File: src/rtl/enemy_wave_scheduler.sv
// rtl/enemy_wave_scheduler.sv - enemy slot spawner/mover with hit->boom->free sequencing and pixel arbiter
module enemy_wave_scheduler #(
  parameter int NSLOT          = 4,
  parameter int SPAWN_INTERVAL = 120,
  parameter int BOOM_TICKS     = 32,
  parameter int X_RANGE        = 590,
  parameter int BOTTOM_Y       = 430
) (
  input  logic                  clk,
  input  logic                  rst,
  input  logic                  move_tick,
  input  logic                  enable,
  input  logic [NSLOT-1:0]      hit,
  input  logic [NSLOT-1:0]      slot_en,
  input  logic [12*NSLOT-1:0]   slot_rgb,
  output logic [10*NSLOT-1:0]   slot_x,
  output logic [10*NSLOT-1:0]   slot_y,
  output logic [NSLOT-1:0]      slot_active,
  output logic [NSLOT-1:0]      slot_boom,
  output logic                  kill_pulse,
  output logic                  escape_pulse,
  output logic [3:0]            active_count,
  output logic                  pix_en,
  output logic [11:0]           pix_rgb
);

  localparam int TW = (SPAWN_INTERVAL > 1) ? $clog2(SPAWN_INTERVAL) : 1;
  localparam int BW = (BOOM_TICKS > 1) ? $clog2(BOOM_TICKS) : 1;
  localparam logic [TW-1:0] TIMER_LAST = TW'(SPAWN_INTERVAL - 1);
  localparam logic [BW-1:0] BOOM_LAST  = BW'(BOOM_TICKS - 1);
  localparam logic [9:0]    XR         = 10'(X_RANGE);
  localparam logic [9:0]    BY         = 10'(BOTTOM_Y);

  typedef enum logic [1:0] {S_IDLE = 2'd0, S_ACTIVE = 2'd1, S_BOOM = 2'd2} slot_state_t;

  slot_state_t     state_q [NSLOT];
  slot_state_t     state_d [NSLOT];
  logic [9:0]      x_q [NSLOT];
  logic [9:0]      x_d [NSLOT];
  logic [9:0]      y_q [NSLOT];
  logic [9:0]      y_d [NSLOT];
  logic [BW-1:0]   bc_q [NSLOT];
  logic [BW-1:0]   bc_d [NSLOT];
  logic [TW-1:0]   timer_q, timer_d;
  logic            pending_q, pending_d;
  logic [9:0]      lfsr_q, lfsr_d, spawn_x;
  logic [NSLOT-1:0] spawn_sel;
  logic            spawn_free, spawn_go, tick_en, wrap;
  logic            kill_d, escape_d;
  logic [3:0]      count_d;
  logic [NSLOT-1:0] qual;
  logic            pix_found;

  always_comb begin
    lfsr_d  = {lfsr_q[8:0], lfsr_q[9] ^ lfsr_q[6]};
    spawn_x = (lfsr_q >= XR) ? lfsr_q - XR : lfsr_q;

    // Spawn target is chosen from the pre-edge state, so a slot freed this edge waits one clock.
    spawn_sel  = '0;
    spawn_free = 1'b0;
    for (int i = 0; i < NSLOT; i++) begin
      if (!spawn_free && state_q[i] == S_IDLE) begin
        spawn_sel[i] = 1'b1;
        spawn_free   = 1'b1;
      end
    end
    spawn_go = pending_q & enable & spawn_free;

    tick_en = move_tick & enable;
    wrap    = tick_en && (timer_q == TIMER_LAST);
    timer_d = timer_q;
    if (tick_en) timer_d = wrap ? '0 : timer_q + TW'(1);
    pending_d = (pending_q & ~spawn_go) | wrap;

    kill_d   = 1'b0;
    escape_d = 1'b0;
    count_d  = '0;
    for (int i = 0; i < NSLOT; i++) begin
      state_d[i] = state_q[i];
      x_d[i]     = x_q[i];
      y_d[i]     = y_q[i];
      bc_d[i]    = bc_q[i];
      case (state_q[i])
        S_IDLE: begin
          if (spawn_go && spawn_sel[i]) begin
            state_d[i] = S_ACTIVE;
            x_d[i]     = spawn_x;
            y_d[i]     = '0;
          end
        end
        S_ACTIVE: begin
          if (move_tick) begin
            if (hit[i]) begin
              state_d[i] = S_BOOM;
              bc_d[i]    = '0;
            end else if (enable) begin
              if (y_q[i] == BY) begin
                state_d[i] = S_IDLE;
                escape_d   = 1'b1;
              end else begin
                y_d[i] = y_q[i] + 10'd1;
              end
            end
          end
        end
        S_BOOM: begin
          if (move_tick) begin
            if (bc_q[i] == BOOM_LAST) begin
              state_d[i] = S_IDLE;
              kill_d     = 1'b1;
            end else begin
              bc_d[i] = bc_q[i] + BW'(1);
            end
          end
        end
        default: state_d[i] = S_IDLE;
      endcase
      count_d = count_d + {3'b000, state_d[i] != S_IDLE};
    end
  end

  always_ff @(posedge clk) begin
    if (rst) begin
      for (int i = 0; i < NSLOT; i++) begin
        state_q[i] <= S_IDLE;
        x_q[i]     <= '0;
        y_q[i]     <= '0;
        bc_q[i]    <= '0;
      end
      timer_q      <= '0;
      pending_q    <= 1'b0;
      lfsr_q       <= 10'h2A5;
      kill_pulse   <= 1'b0;
      escape_pulse <= 1'b0;
      active_count <= '0;
    end else begin
      for (int i = 0; i < NSLOT; i++) begin
        state_q[i] <= state_d[i];
        x_q[i]     <= x_d[i];
        y_q[i]     <= y_d[i];
        bc_q[i]    <= bc_d[i];
      end
      timer_q      <= timer_d;
      pending_q    <= pending_d;
      lfsr_q       <= lfsr_d;
      kill_pulse   <= kill_d;
      escape_pulse <= escape_d;
      active_count <= count_d;
    end
  end

  for (genvar g = 0; g < NSLOT; g++) begin : g_out
    assign slot_x[10*g +: 10] = x_q[g];
    assign slot_y[10*g +: 10] = y_q[g];
    assign slot_active[g]     = (state_q[g] == S_ACTIVE);
    assign slot_boom[g]       = (state_q[g] == S_BOOM);
  end

  assign qual   = slot_en & (slot_active | slot_boom);
  assign pix_en = |qual;

  always_comb begin
    pix_rgb   = 12'hFFF;
    pix_found = 1'b0;
    for (int i = 0; i < NSLOT; i++) begin
      if (!pix_found && qual[i]) begin
        pix_rgb   = slot_rgb[12*i +: 12];
        pix_found = 1'b1;
      end
    end
  end

endmodule

File: config.mk
export PLATFORM = sky130hd
export DESIGN_NAME = enemy_wave_scheduler
export DESIGN_NICKNAME = d
export VERILOG_FILES = /design/src/rtl/enemy_wave_scheduler.sv
export SDC_FILE = /design/constraint.sdc
export NUM_CORES = 1
export LEC_CHECK = 0
export CAP_MARGIN = 30
export CORE_UTILIZATION = 35
export DETAILED_ROUTE_END_ITERATION = 7
export PLACE_DENSITY = 0.63
export SYNTH_ARGS = -nofsm -noshare
export SYNTH_HDL_FRONTEND = slang
export SYNTH_SLANG_ARGS = --single-unit
File: constraint.sdc
create_clock -name clk -period 4.37 [get_ports clk]
set_clock_uncertainty 0.05 [all_clocks]
set_input_delay 1.311 -clock clk [delete_from_list [all_inputs] [get_ports clk]]
set_output_delay 1.311 -clock clk [all_outputs]
set_load 0.02 [all_outputs]
---- Yosys cells after proc, flatten, opt, wreduce, memory -nomap -nowiden ----
Memories as Yosys holds them, arrays and structs flattened.
Index checks and enable logic that the tools add are counted.
word-level totals
  bits in registers ....................... 24
  RAM bits ................................ 108
  input port bits ......................... 60
  output and inout port bits .............. 107
  memories kept ........................... 4
memory list
  memory   words  width  rd ports  clocked after memory_dff  wr ports  RTL line  text
  x_q      4      10     4         0                         4         38        logic [9:0] x_q [NSLOT];
  y_q      4      10     4         0                         4         40        logic [9:0] y_q [NSLOT];
  bc_q     4      5      4         0                         4         42        logic [BW-1:0] bc_q [NSLOT];
  state_q  4      2      4         0                         4         36        slot_state_t state_q [NSLOT];
cells by class
  add/subtract/negate cells ............... 13
  order comparisons ....................... 1
  equality and inequality tests ........... 17
  muxes and demuxes ....................... 151
  bitwise gates (word level) .............. 25
  reduce and logical (&&, ||, !) cells .... 26
operator list
  cell                                                       number
  two-way mux 10 bit                                         37
  two-way mux 5 bit                                          20
  case mux 10 bit (2 select lines)                           4
  two-way mux 2 bit                                          32
  two-way mux 12 bit                                         4
  two-way mux 1 bit                                          45
  adder 10 x 1 -> 10 bit, second input constant              4
  == test 10 x 9 -> 1 bit, second input constant             4
  case mux 5 bit (2 select lines)                            4
  case mux 2 bit (3 select lines)                            4
  adder 5 x 1 -> 5 bit, second input constant                4
  == test 5 bit, second input constant                       4
  bitwise OR 1 bit                                           17
  logical AND 1 bit                                          11
  greater-or-equal comparator 10 bit, second input constant  1
  subtractor 10 bit, second input constant                   1
  == test 2 x 1 -> 1 bit, second input constant              4
  == test 2 bit, second input constant                       4
  zero test 2 bit                                            4
  nonzero test 2 bit                                         4
  adder 7 x 1 -> 7 bit, second input constant                1
  == test 7 bit, second input constant                       1
  two-way mux 7 bit                                          1
  zero test 1 bit                                            6
  9 further kinds                                            12

---- Depth between registers and ports, before layout ----
  depth in word-level cells ............... 21
  gate-level depth with buffers ........... 13
  gate-level depth less buffers ........... 13

---- Least setup slack after synthesis ----
No wires, ideal clock.
  path kind ............................... in2out
  start point ............................. in slot_en[0]
  end point ............................... out pix_rgb[10]
  arrival ................................. 2.429 ns
  data required time ...................... 3.009 ns
  path slack .............................. 0.580 ns
  cell stages on the path ................. 5
  path buffers ............................ 1
  cells stage by stage .................... nand2_1 nand3_1 clkbuf_1 o22ai_1 nor3_1
between the ends
  word-level cells in the longest chain between the ends .. 11
  elaborated cells between the ends (all ways) .. 14
  classes of those cells .................. mux (7); bitwise (1); reduce/logical (6)
ends and longest elaborated chain
  item                  RTL line  text
  start, declared       14        input logic [NSLOT-1:0] slot_en,
  AND 4 bit *           159       assign qual = slot_en & (slot_active | slot_boom);
  two-way mux 1 bit     166       if (!pix_found && qual[i]) begin
  zero test 1 bit       166
  logical AND 1 bit     166
  two-way mux 1 bit     166
  zero test 1 bit       166
  logical AND 1 bit     166
  two-way mux 1 bit     166
  zero test 1 bit       166
  logical AND 1 bit     166
  two-way mux 12 bit *  166
  end, declared         24        output logic [11:0] pix_rgb
Mark *: on every way between the ends. The rest lies on a longest branch, timed or not.

---- Final worst setup path ----
  start point ............................. in slot_en[0]
  end point ............................... out pix_rgb[11]
Same word-level chain as after synthesis.

==> flow_summary.toml <==
[detailed_routing]
num_vias = 6525
wl_um = 19200
wl_per_cell_um = 15.3
drc = 0
vias_per_cell = 5.20
firstDrtPassIters = 5
drt-initial-drc-count = 268
drt.antenna.violating_nets = 0

[power_and_ir_drop]
irDropWorstVdd_v = 0.000215
p_per_area_nw_per_um2 = 311
p_leak_uw = 0.00341

[clock_network]
cts-root-buf = "clkbuf_16"
clk_pin_slew_ps = 60
clockBufferDepth = 2
clock-sinks = 131
clk_latency_ps = 430
cts_tree = "yes"
h-tree-depth = 4
cts_buffers = 17

[placed_design]
io_buffer_count = 165
pre_cts_slack_ps = -211
gp_congestion = 0.827
dp_hpwl_um = 13900
place_inst = 1223

[floorplan]
die_y_um = 142
die_w_um = 142
initial_core_util = 0.361
die_area_um2 = 20100
num_rows = 50
core_area_um2 = 19000
ioPinCount = 167

[synthesis]
synth.yosys.seq_area_share = 0.383
synth_common_cells = "dfxtp_1, nor2_1, a21oi_1"
syn-num-nets = 910
synth.most_common_cell = "dfxtp_1"
synth_edf_count = 0
synthTopCellsByArea = "dfxtp_1, ha_1, nor2_1"
yosysTopAreaCell = "dfxtp_1"
avgSynthCellArea_um2 = 8.41
yosysUniqueCellTypes = 74
postSynthCellCount = 813
synth_top_cell_area_share = 0.383
ys_ff_latch = 131
ys_async_sr_fraction = 0
synth-warning-count = 0
synth_flop_cell = "dfxtp_1"
synth_area_um2 = 6840

[worst_setup_path]
crit_slowest_cell = "clkdlybuf4s50_1"
worstPathArrival_ps = 2950
critPathCaptureType = "output pin"
path_class = "in -> out"
critical-path-max-stage-delay_ps = 440
worstPathRequired_ps = 3010
worstPathMaxFanout = 12
crit_buf_inv = 3
crit_family = "buffers and inverters"
start_kind = "primary input"
worstPathCellList = "clkdlybuf4s50_1 > a222oi_1 > nand3_1 > buf_4 > nor2_1 > nor3_1 > dlygate4sd2_1"

[min_path]
hold_class = "reg -> reg"

[timing]
hold_ws_ps = 415
period_minus_slack_ps = 4310
worst_pin_slew_ps = 730
fin_crit_sh = 0.986
maxSlewViolCount = 0
relSlewSlack = 0.510
setup_slack_ps = 62.6
setup_viol = 0
maxClockFrequency_mhz = 232
rsz0062_at_grt = "true"
hold_viol_final = 0

[cells_and_area]
stdcell_count = 1256
syn2layout_area_growth_pct = 38.9
finalNetCount = 1080
drive_gt1_frac = 0.0823
n_fill_cell = 1779
utilization = 0.501
n_antenna_cell = 0

[job]
maxCapViolCount = 0

[global_routing]
grt_pass1_vias = 6088
grt_first_pass_wirelength_um = 30600
grt_max_degree = 58
antenna_found_initial = 0
grt_overflow = 0
track_usage = 0.195

[status]
outcome = "finished clean"
## sequential cells by signal, summed over array words and instances (netlist names)
signal	count
timer_q	7
escape_pulse	1
x_q	40
kill_pulse	1
y_q	40
pending_q	1
bc_q	20
lfsr_q	10
state_q	8
active_count	3
## routing by layer
layer | vias to the layer above | routed length (um) | track usage | share of wire
li1 | 3267 | - | - | -
met3 | 28 | 1190 | 0.0523 | 0.062
met1 | 3021 | 8590 | 0.242 | 0.45
met2 | 209 | 9030 | 0.321 | 0.47
met5 | - | 0 | 0 | 0
met4 | 0 | 364 | 0.0713 | 0.019
## timing repair
item                       4_1_cts  5_1_grt
setup buffers                    1        0
resized for setup               12        6
pin swaps                        1        0
setup endpoints to repair       12        6
cloned                           0        0
hold buffers                     0        0
## per-stage QoR
| stage | power, uW | area [um2] | TNS, ps |
|---|---|---|---|
| final | 2950 | 9500 | 0 |
| after global routing | 3040 | 9500 | -2.10 |
| after CTS | 2980 | 9490 | 0 |
| after detailed placement | 1390 | 8840 | -2170 |
| after global placement | 1390 | 8840 | -1650 |
| after floorplan | 1300 | 6840 | 0 |
## final cells by class
cell class	count	area [um2]	share of cell area
Timing Repair Buffer	187	1830	0.193
Multi-Input combinational cell	617	3960	0.417
Inverter	29	109	0.0115
Clock buffer	18	429	0.0452
Clock inverter	14	226	0.0238
Sequential cell	131	2620	0.276
Tap cell	260	325	0.0342
## where the power goes
| group | internal (uW) | switching, uW | leakage [uW] |
|---|---|---|---|
| sequential | 1200 | 12.9 | 0.00106 |
| clock | 1020 | 570 | 0.000312 |
| combinational | 71.7 | 73.6 | 0.00204 |
## worst paths after layout
| path | slack [ps] | startpoint | depth (start not counted) | endpoint |
|---|---|---|---|---|
| worst min-delay path | 420 | x_q[2][0] | 2 | x_q[2][0] |
| worst max register to register | 1120 | y_q[3][1] | 11 | active_count[1] |
| worst min register to register | 420 | x_q[2][0] | 2 | x_q[2][0] |
| worst max-delay path | 60 | slot_en[0] | 7 | pix_rgb[11] |
## worst min-delay path: stages, from the launching register on
cell and delay [ps]:
dfxtp_1 310, nand2_1 50, a21oi_1 50
## cell families (layout without fill, tap and decap cells)
group / after synthesis / after routing / share of synthesized area
multiplexers: 2 / 2 / 0.00293
flip-flops: 131 / 131 / 0.383
buffers and inverters: 65 / 248 / 0.0380
adder cells (fa/ha/maj): 37 / 37 / 0.0688
XOR/XNOR: 42 / 42 / 0.0538
other: 1 / 1 / 0.000548
AND/OR/NAND/NOR: 335 / 335 / 0.251
AO/OA/AOI/OAI: 200 / 200 / 0.201
## layout by cell type, fill, tap and decap left out, types with 23 or more instances in the layout
cell type / Yosys / layout
clkdlybuf4s50_1: 0 / 151
dfxtp_1: 131 / 131
nor2_1: 107 / 107
a21oi_1: 64 / 64
nand2_1: 48 / 48
nand3_1: 46 / 46
o21ai_0: 41 / 41
ha_1: 36 / 36
inv_1: 28 / 28
xnor2_1: 28 / 28
nor3_1: 23 / 23
No activity file was read; power rests on OpenSTA's default activity.
